==> config.mk <==
export PLATFORM = sky130hd
export DESIGN_NAME = mul_div_unit
export DESIGN_NICKNAME = d
export VERILOG_FILES = /design/src/rtl/mul_div_unit.sv
export SDC_FILE = /design/constraint.sdc
export NUM_CORES = 1
export LEC_CHECK = 0
export ABC_AREA = 1
export CAP_MARGIN = 20
export CORE_ASPECT_RATIO = 0.7
export CORE_UTILIZATION = 50
export DETAILED_ROUTE_END_ITERATION = 8
export DONT_BUFFER_PORTS = 1
export SLEW_MARGIN = 40
export SYNTH_ARGS = -nofsm -noshare
export SYNTH_HDL_FRONTEND = slang
export SYNTH_SLANG_ARGS = --single-unit
==> constraint.sdc <==
create_clock -name clk -period 8.2 [get_ports clk]
set_clock_uncertainty 0.2 [all_clocks]
set_input_delay 1.64 -clock clk [delete_from_list [all_inputs] [get_ports clk]]
set_output_delay 1.64 -clock clk [all_outputs]
set_load 0.05 [all_outputs]
==> src/rtl/mul_div_unit.sv <==
// Iterative 32x32 multiply/divide unit with HI/LO result registers.
// One shift-add or restoring shift-subtract step runs per cycle in RUN.
// Signed operations work on magnitudes and fix the signs when the result is written.
module mul_div_unit (
   input  logic        clk,
   input  logic        reset_n,
   input  logic        start,
   input  logic [1:0]  op,
   input  logic [31:0] a,
   input  logic [31:0] b,
   input  logic        mthi,
   input  logic        mtlo,
   input  logic [31:0] wdata,
   output logic        busy,
   output logic        done,
   output logic [31:0] hi,
   output logic [31:0] lo,
   output logic        div_by_zero
);

   typedef enum logic [1:0] {
      IDLE = 2'd0,
      RUN  = 2'd1,
      DONE = 2'd2
   } state_t;

   state_t      state_r;
   state_t      state_s;
   logic        accept_s;

   logic [4:0]  count_r;
   logic        is_div_r;
   logic        res_neg_r;
   logic        rem_neg_r;
   logic        dz_r;
   logic [31:0] opnd_r;
   logic [63:0] acc_r;

   logic [32:0] mul_sum_s;
   logic [32:0] div_shift_s;
   logic [31:0] div_sub_s;
   logic        div_fits_s;
   logic [63:0] step_acc_s;

   logic [63:0] prod_s;
   logic [31:0] fin_hi_s;
   logic [31:0] fin_lo_s;

   logic        busy_r;
   logic        done_r;
   logic        dbz_r;
   logic [31:0] hi_r;
   logic [31:0] lo_r;

   // Magnitude of an operand: negate only when the operation is signed and the value is negative.
   function automatic logic [31:0] mag32(input logic [31:0] v, input logic signed_op);
      logic [31:0] m;
      if (signed_op && v[31]) begin
         m = ~v + 32'd1;
      end else begin
         m = v;
      end
      return m;
   endfunction

   // Two's-complement negation helpers used by the sign-correction stage.
   function automatic logic [31:0] neg32(input logic [31:0] v);
      return ~v + 32'd1;
   endfunction

   function automatic logic [63:0] neg64(input logic [63:0] v);
      return ~v + 64'd1;
   endfunction

   // Next-state logic; a start is only taken while IDLE.
   always_comb begin
      state_s  = state_r;
      accept_s = 1'b0;
      case (state_r)
         IDLE: begin
            if (start) begin
               state_s  = RUN;
               accept_s = 1'b1;
            end else begin
               state_s  = IDLE;
            end
         end
         RUN: begin
            if (count_r == 5'd0) begin
               state_s = DONE;
            end else begin
               state_s = RUN;
            end
         end
         DONE:    state_s = IDLE;
         default: state_s = IDLE;
      endcase
   end

   // State register.
   always_ff @(posedge clk or negedge reset_n) begin
      if (!reset_n) begin
         state_r <= IDLE;
      end else begin
         state_r <= state_s;
      end
   end

   // One iteration step. Multiply: acc = {partial, multiplier}, add multiplicand when
   // the current multiplier bit is set, then shift right. Divide: acc = {rem, quotient},
   // shift left one bit and keep the subtraction only when the divisor fits.
   always_comb begin
      mul_sum_s   = {1'b0, acc_r[63:32]} + (acc_r[0] ? {1'b0, opnd_r} : 33'd0);
      div_shift_s = {acc_r[63:32], acc_r[31]};
      div_fits_s  = (div_shift_s >= {1'b0, opnd_r});
      div_sub_s   = 32'(div_shift_s - {1'b0, opnd_r});
      if (is_div_r) begin
         if (div_fits_s) begin
            step_acc_s = {div_sub_s, acc_r[30:0], 1'b1};
         end else begin
            step_acc_s = {div_shift_s[31:0], acc_r[30:0], 1'b0};
         end
      end else begin
         step_acc_s = {mul_sum_s, acc_r[31:1]};
      end
   end

   // Sign correction of the finished magnitudes. A zero divisor leaves the dividend
   // magnitude in the remainder (so hi returns the original a) and forces lo to all ones.
   always_comb begin
      prod_s = res_neg_r ? neg64(acc_r) : acc_r;
      if (is_div_r) begin
         if (dz_r) begin
            fin_lo_s = 32'hFFFF_FFFF;
         end else if (res_neg_r) begin
            fin_lo_s = neg32(acc_r[31:0]);
         end else begin
            fin_lo_s = acc_r[31:0];
         end
         if (rem_neg_r) begin
            fin_hi_s = neg32(acc_r[63:32]);
         end else begin
            fin_hi_s = acc_r[63:32];
         end
      end else begin
         fin_hi_s = prod_s[63:32];
         fin_lo_s = prod_s[31:0];
      end
   end

   // Operand capture on an accepted start, then one datapath step per RUN cycle.
   always_ff @(posedge clk or negedge reset_n) begin
      if (!reset_n) begin
         count_r   <= 5'd0;
         is_div_r  <= 1'b0;
         res_neg_r <= 1'b0;
         rem_neg_r <= 1'b0;
         dz_r      <= 1'b0;
         opnd_r    <= 32'd0;
         acc_r     <= 64'd0;
      end else if (accept_s) begin
         is_div_r  <= op[1];
         res_neg_r <= op[0] & (a[31] ^ b[31]);
         rem_neg_r <= op[0] & a[31];
         dz_r      <= op[1] & (b == 32'd0);
         count_r   <= 5'd31;
         if (op[1]) begin
            opnd_r <= mag32(b, op[0]);
            acc_r  <= {32'd0, mag32(a, op[0])};
         end else begin
            opnd_r <= mag32(a, op[0]);
            acc_r  <= {32'd0, mag32(b, op[0])};
         end
      end else if (state_r == RUN) begin
         acc_r   <= step_acc_s;
         count_r <= count_r - 5'd1;
      end
   end

   // Registered outputs: busy tracks RUN/DONE, hi/lo and done update as DONE is left,
   // mthi/mtlo act only in IDLE when no start is taken on the same edge.
   always_ff @(posedge clk or negedge reset_n) begin
      if (!reset_n) begin
         busy_r <= 1'b0;
         done_r <= 1'b0;
         dbz_r  <= 1'b0;
         hi_r   <= 32'd0;
         lo_r   <= 32'd0;
      end else begin
         busy_r <= (state_s != IDLE);
         done_r <= (state_r == DONE);
         if (state_r == DONE) begin
            hi_r  <= fin_hi_s;
            lo_r  <= fin_lo_s;
            dbz_r <= dz_r;
         end else if (accept_s) begin
            dbz_r <= 1'b0;
         end else if (state_r == IDLE) begin
            if (mthi) begin
               hi_r <= wdata;
            end
            if (mtlo) begin
               lo_r <= wdata;
            end
         end
      end
   end

   assign busy        = busy_r;
   assign done        = done_r;
   assign hi          = hi_r;
   assign lo          = lo_r;
   assign div_by_zero = dbz_r;

endmodule

==> results.json <==
{
  "outcome": "complete, but fails checks",
  "period_share_pct": 53.8,
  "io_pins": 170,
  "syn_area_mm2": 0.0182,
  "critPathCapture": "hi[20]",
  "fin_crit_ns": 4.41,
  "path_class": "input pin to flip-flop",
  "avgViaCountPerCell": 6.04,
  "start_util_pct": 50.8,
  "htreeDepth": 4,
  "place_inst": 3501,
  "drtPass1Iterations": 9,
  "clk_path_buf_depth": 2,
  "route.vias.total": 21400,
  "cts_resized": 0,
  "portBuffers": 0,
  "relSlewSlack_pct": 38.6,
  "yosysWarnings": 0,
  "layout_commonest_cell": "nand2_1",
  "crit_fanout": 46,
  "crit_chain": "nand3_1 > buf_4 > clkinv_2 > nor2_1 > o21ai_2 > buf_4 > inv_2 > or2_2 > a21boi_0",
  "synth_fp_nets": 3285,
  "path_buf_inv": 4,
  "critPathMostFrequentCell": "buf_4",
  "drc": 1,
  "stdcell_count": 3534,
  "rrSetupSlack_ns": 4.32,
  "layout_common_cells": "984 x nand2_1, 439 x inv_1, 323 x nor2_1",
  "violations": "DRC",
  "path_delay_family": "buffers and inverters",
  "n_fill_cell": 3742,
  "cts.sinks": 174,
  "r2r_cells": 10,
  "drv_cap": 0,
  "crit_cells": 9,
  "async_flop_share_pct": 100,
  "overflow": 0,
  "fp.coreArea_mm2": 0.0359,
  "synth_flop_cell": "dfrtp_1",
  "whs_ns": 0.309,
  "post_cts_buffers": 0,
  "cp.required_ns": 8.35,
  "die-area_mm2": 0.0373,
  "setup_viol": 0,
  "r2r-end": "hi[20]",
  "clock_latency_ns": 0.46,
  "syn_inst": 3111,
  "cts_tree": "built",
  "synth-seq-area-share_pct": 23.9,
  "post-dp-hpwl_um": 64800,
  "drt_iter0_markers": 3463,
  "startpoint_type": "input pin",
  "rsz0062_at_grt": "no",
  "postRouteAntennaNets": 0,
  "synth_top_area_cell": "dfrtp_1",
  "path_clk_slew_ns": 0.08,
  "max_freq_mhz": 227,
  "cp_slowest_cell": "clkinv_2",
  "hold_start": "count_r[4]",
  "grt_usage_pct": 42.1,
  "hp-class": "flip-flop to flip-flop",
  "crit_path_end_kind": "flip-flop",
  "routedWlPerCell_um": 22.9,
  "antenna_found_initial": 0,
  "synth_cell_type_count": 52,
  "cp.arrival_ns": 4.56,
  "routed_wl_um": 80800,
  "multi_input_area_mm2": 0.0117,
  "grt_pass1_vias": 18600,
  "root_buffer": "clkbuf_16",
  "die_h_um": 162,
  "die_w_um": 230,
  "r2r-start": "state_r[1]",
  "antennaDiodeCount": 0,
  "syn_avg_cell_area_um2": 5.86,
  "numCtsBuffers": 17,
  "final-max-slew-violation-count": 0,
  "grt_pass1_wl_um": 118000,
  "syn2layout_area_growth_pct": 5.36,
  "holdBufCountCts": 0,
  "yosysTopAreaCellShare_pct": 23.9,
  "synth_seq_cells": 174,
  "netlist_top_cells_area": "dfrtp_1 24%, nand2_1 20%, inv_1 9.1%",
  "grt_max_degree": 175,
  "rows": 58,
  "ff_latch_area_mm2": 0.00436,
  "synth-edff-count": 0,
  "drive_gt1_share_pct": 4.13,
  "tns_ns": 0,
  "hold_viol": 0,
  "final_nets": 3215,
  "utilization_pct": 53.5,
  "crit_start": "start",
  "place.gp.congestion": 1.03,
  "worstMarginPinSlew_ns": 0.919,
  "crit_path_max_incr_delay_ns": 0.67
}
cell usage after synthesis, drive strengths merged, types with 3 or more instances:
master,instances
nand3b,7
xnor2,14
nor4,5
nand3,303
nand2,994
o21ai,210
o22ai,6
a21oi,141
inv,453
a22oi,8
nand4,39
o211ai,36
o21a,12
a31oi,11
o31ai,4
clkbuf,59
nor3,26
o21bai,12
a21o,5
nor2,338
a21boi,18
xor2,53
o221ai,4
clkinv,6
dfrtp,174
ha,69
a2bb2oi,32
buf,43
or2,19
and2,3
metal layers:
| layer | global-route usage [%] | wire, um | vias to the layer above |
|---|---|---|---|
| met5 | 0 | 0 | - |
| met4 | 11.7 | 2340 | 0 |
| met3 | 16.4 | 13500 | 148 |
| met2 | 54.3 | 29900 | 1549 |
| met1 | 63.1 | 35100 | 9837 |
| li1 | - | - | 9824 |
registers in the layout, indices dropped and copies added (netlist names), 2 cells and up:
register  count
state_r       2
lo           32
opnd_r       32
acc_r        64
hi           32
count_r       5
layout make-up:
cell class | instances | area share (%)
Timing Repair Buffer | 13 | 0.781
Tap cell | 480 | 3.13
Clock inverter | 15 | 1.13
Clock buffer | 17 | 2.21
Sequential cell | 174 | 22.7
Inverter | 459 | 8.99
Multi-Input combinational cell | 2376 | 61.1
through the flow:
stage                     worst slack, ns  instance area, um^2
after floorplan                      4.90                18200
after global placement               3.51                18500
after detailed placement             3.42                18500
after CTS                            3.86                19200
after global routing                 3.65                19200
final                                3.79                19200
logic make-up after synthesis:
group	after synthesis	synth area share, %
flip-flops	174	23.9
buffers and inverters	561	11.9
XOR/XNOR	67	3.22
adder cells (fa/ha/maj)	71	4.95
AND/OR/NAND/NOR	1735	39.7
AO/OA/AOI/OAI	503	16.4
how the worst min path moves through the flow:
stage,end,slack [ns],depth (start not counted)
floorplan,state_r[1],0.24,1
global placement,count_r[1],0.28,2
detailed placement,count_r[1],0.30,2
CTS,state_r[1],0.31,1
global route,state_r[1],0.33,1
finish,state_r[1],0.31,1
Power is not shown: default switching activity piles up to over one toggle a cycle in this logic, so the estimate is an artifact.
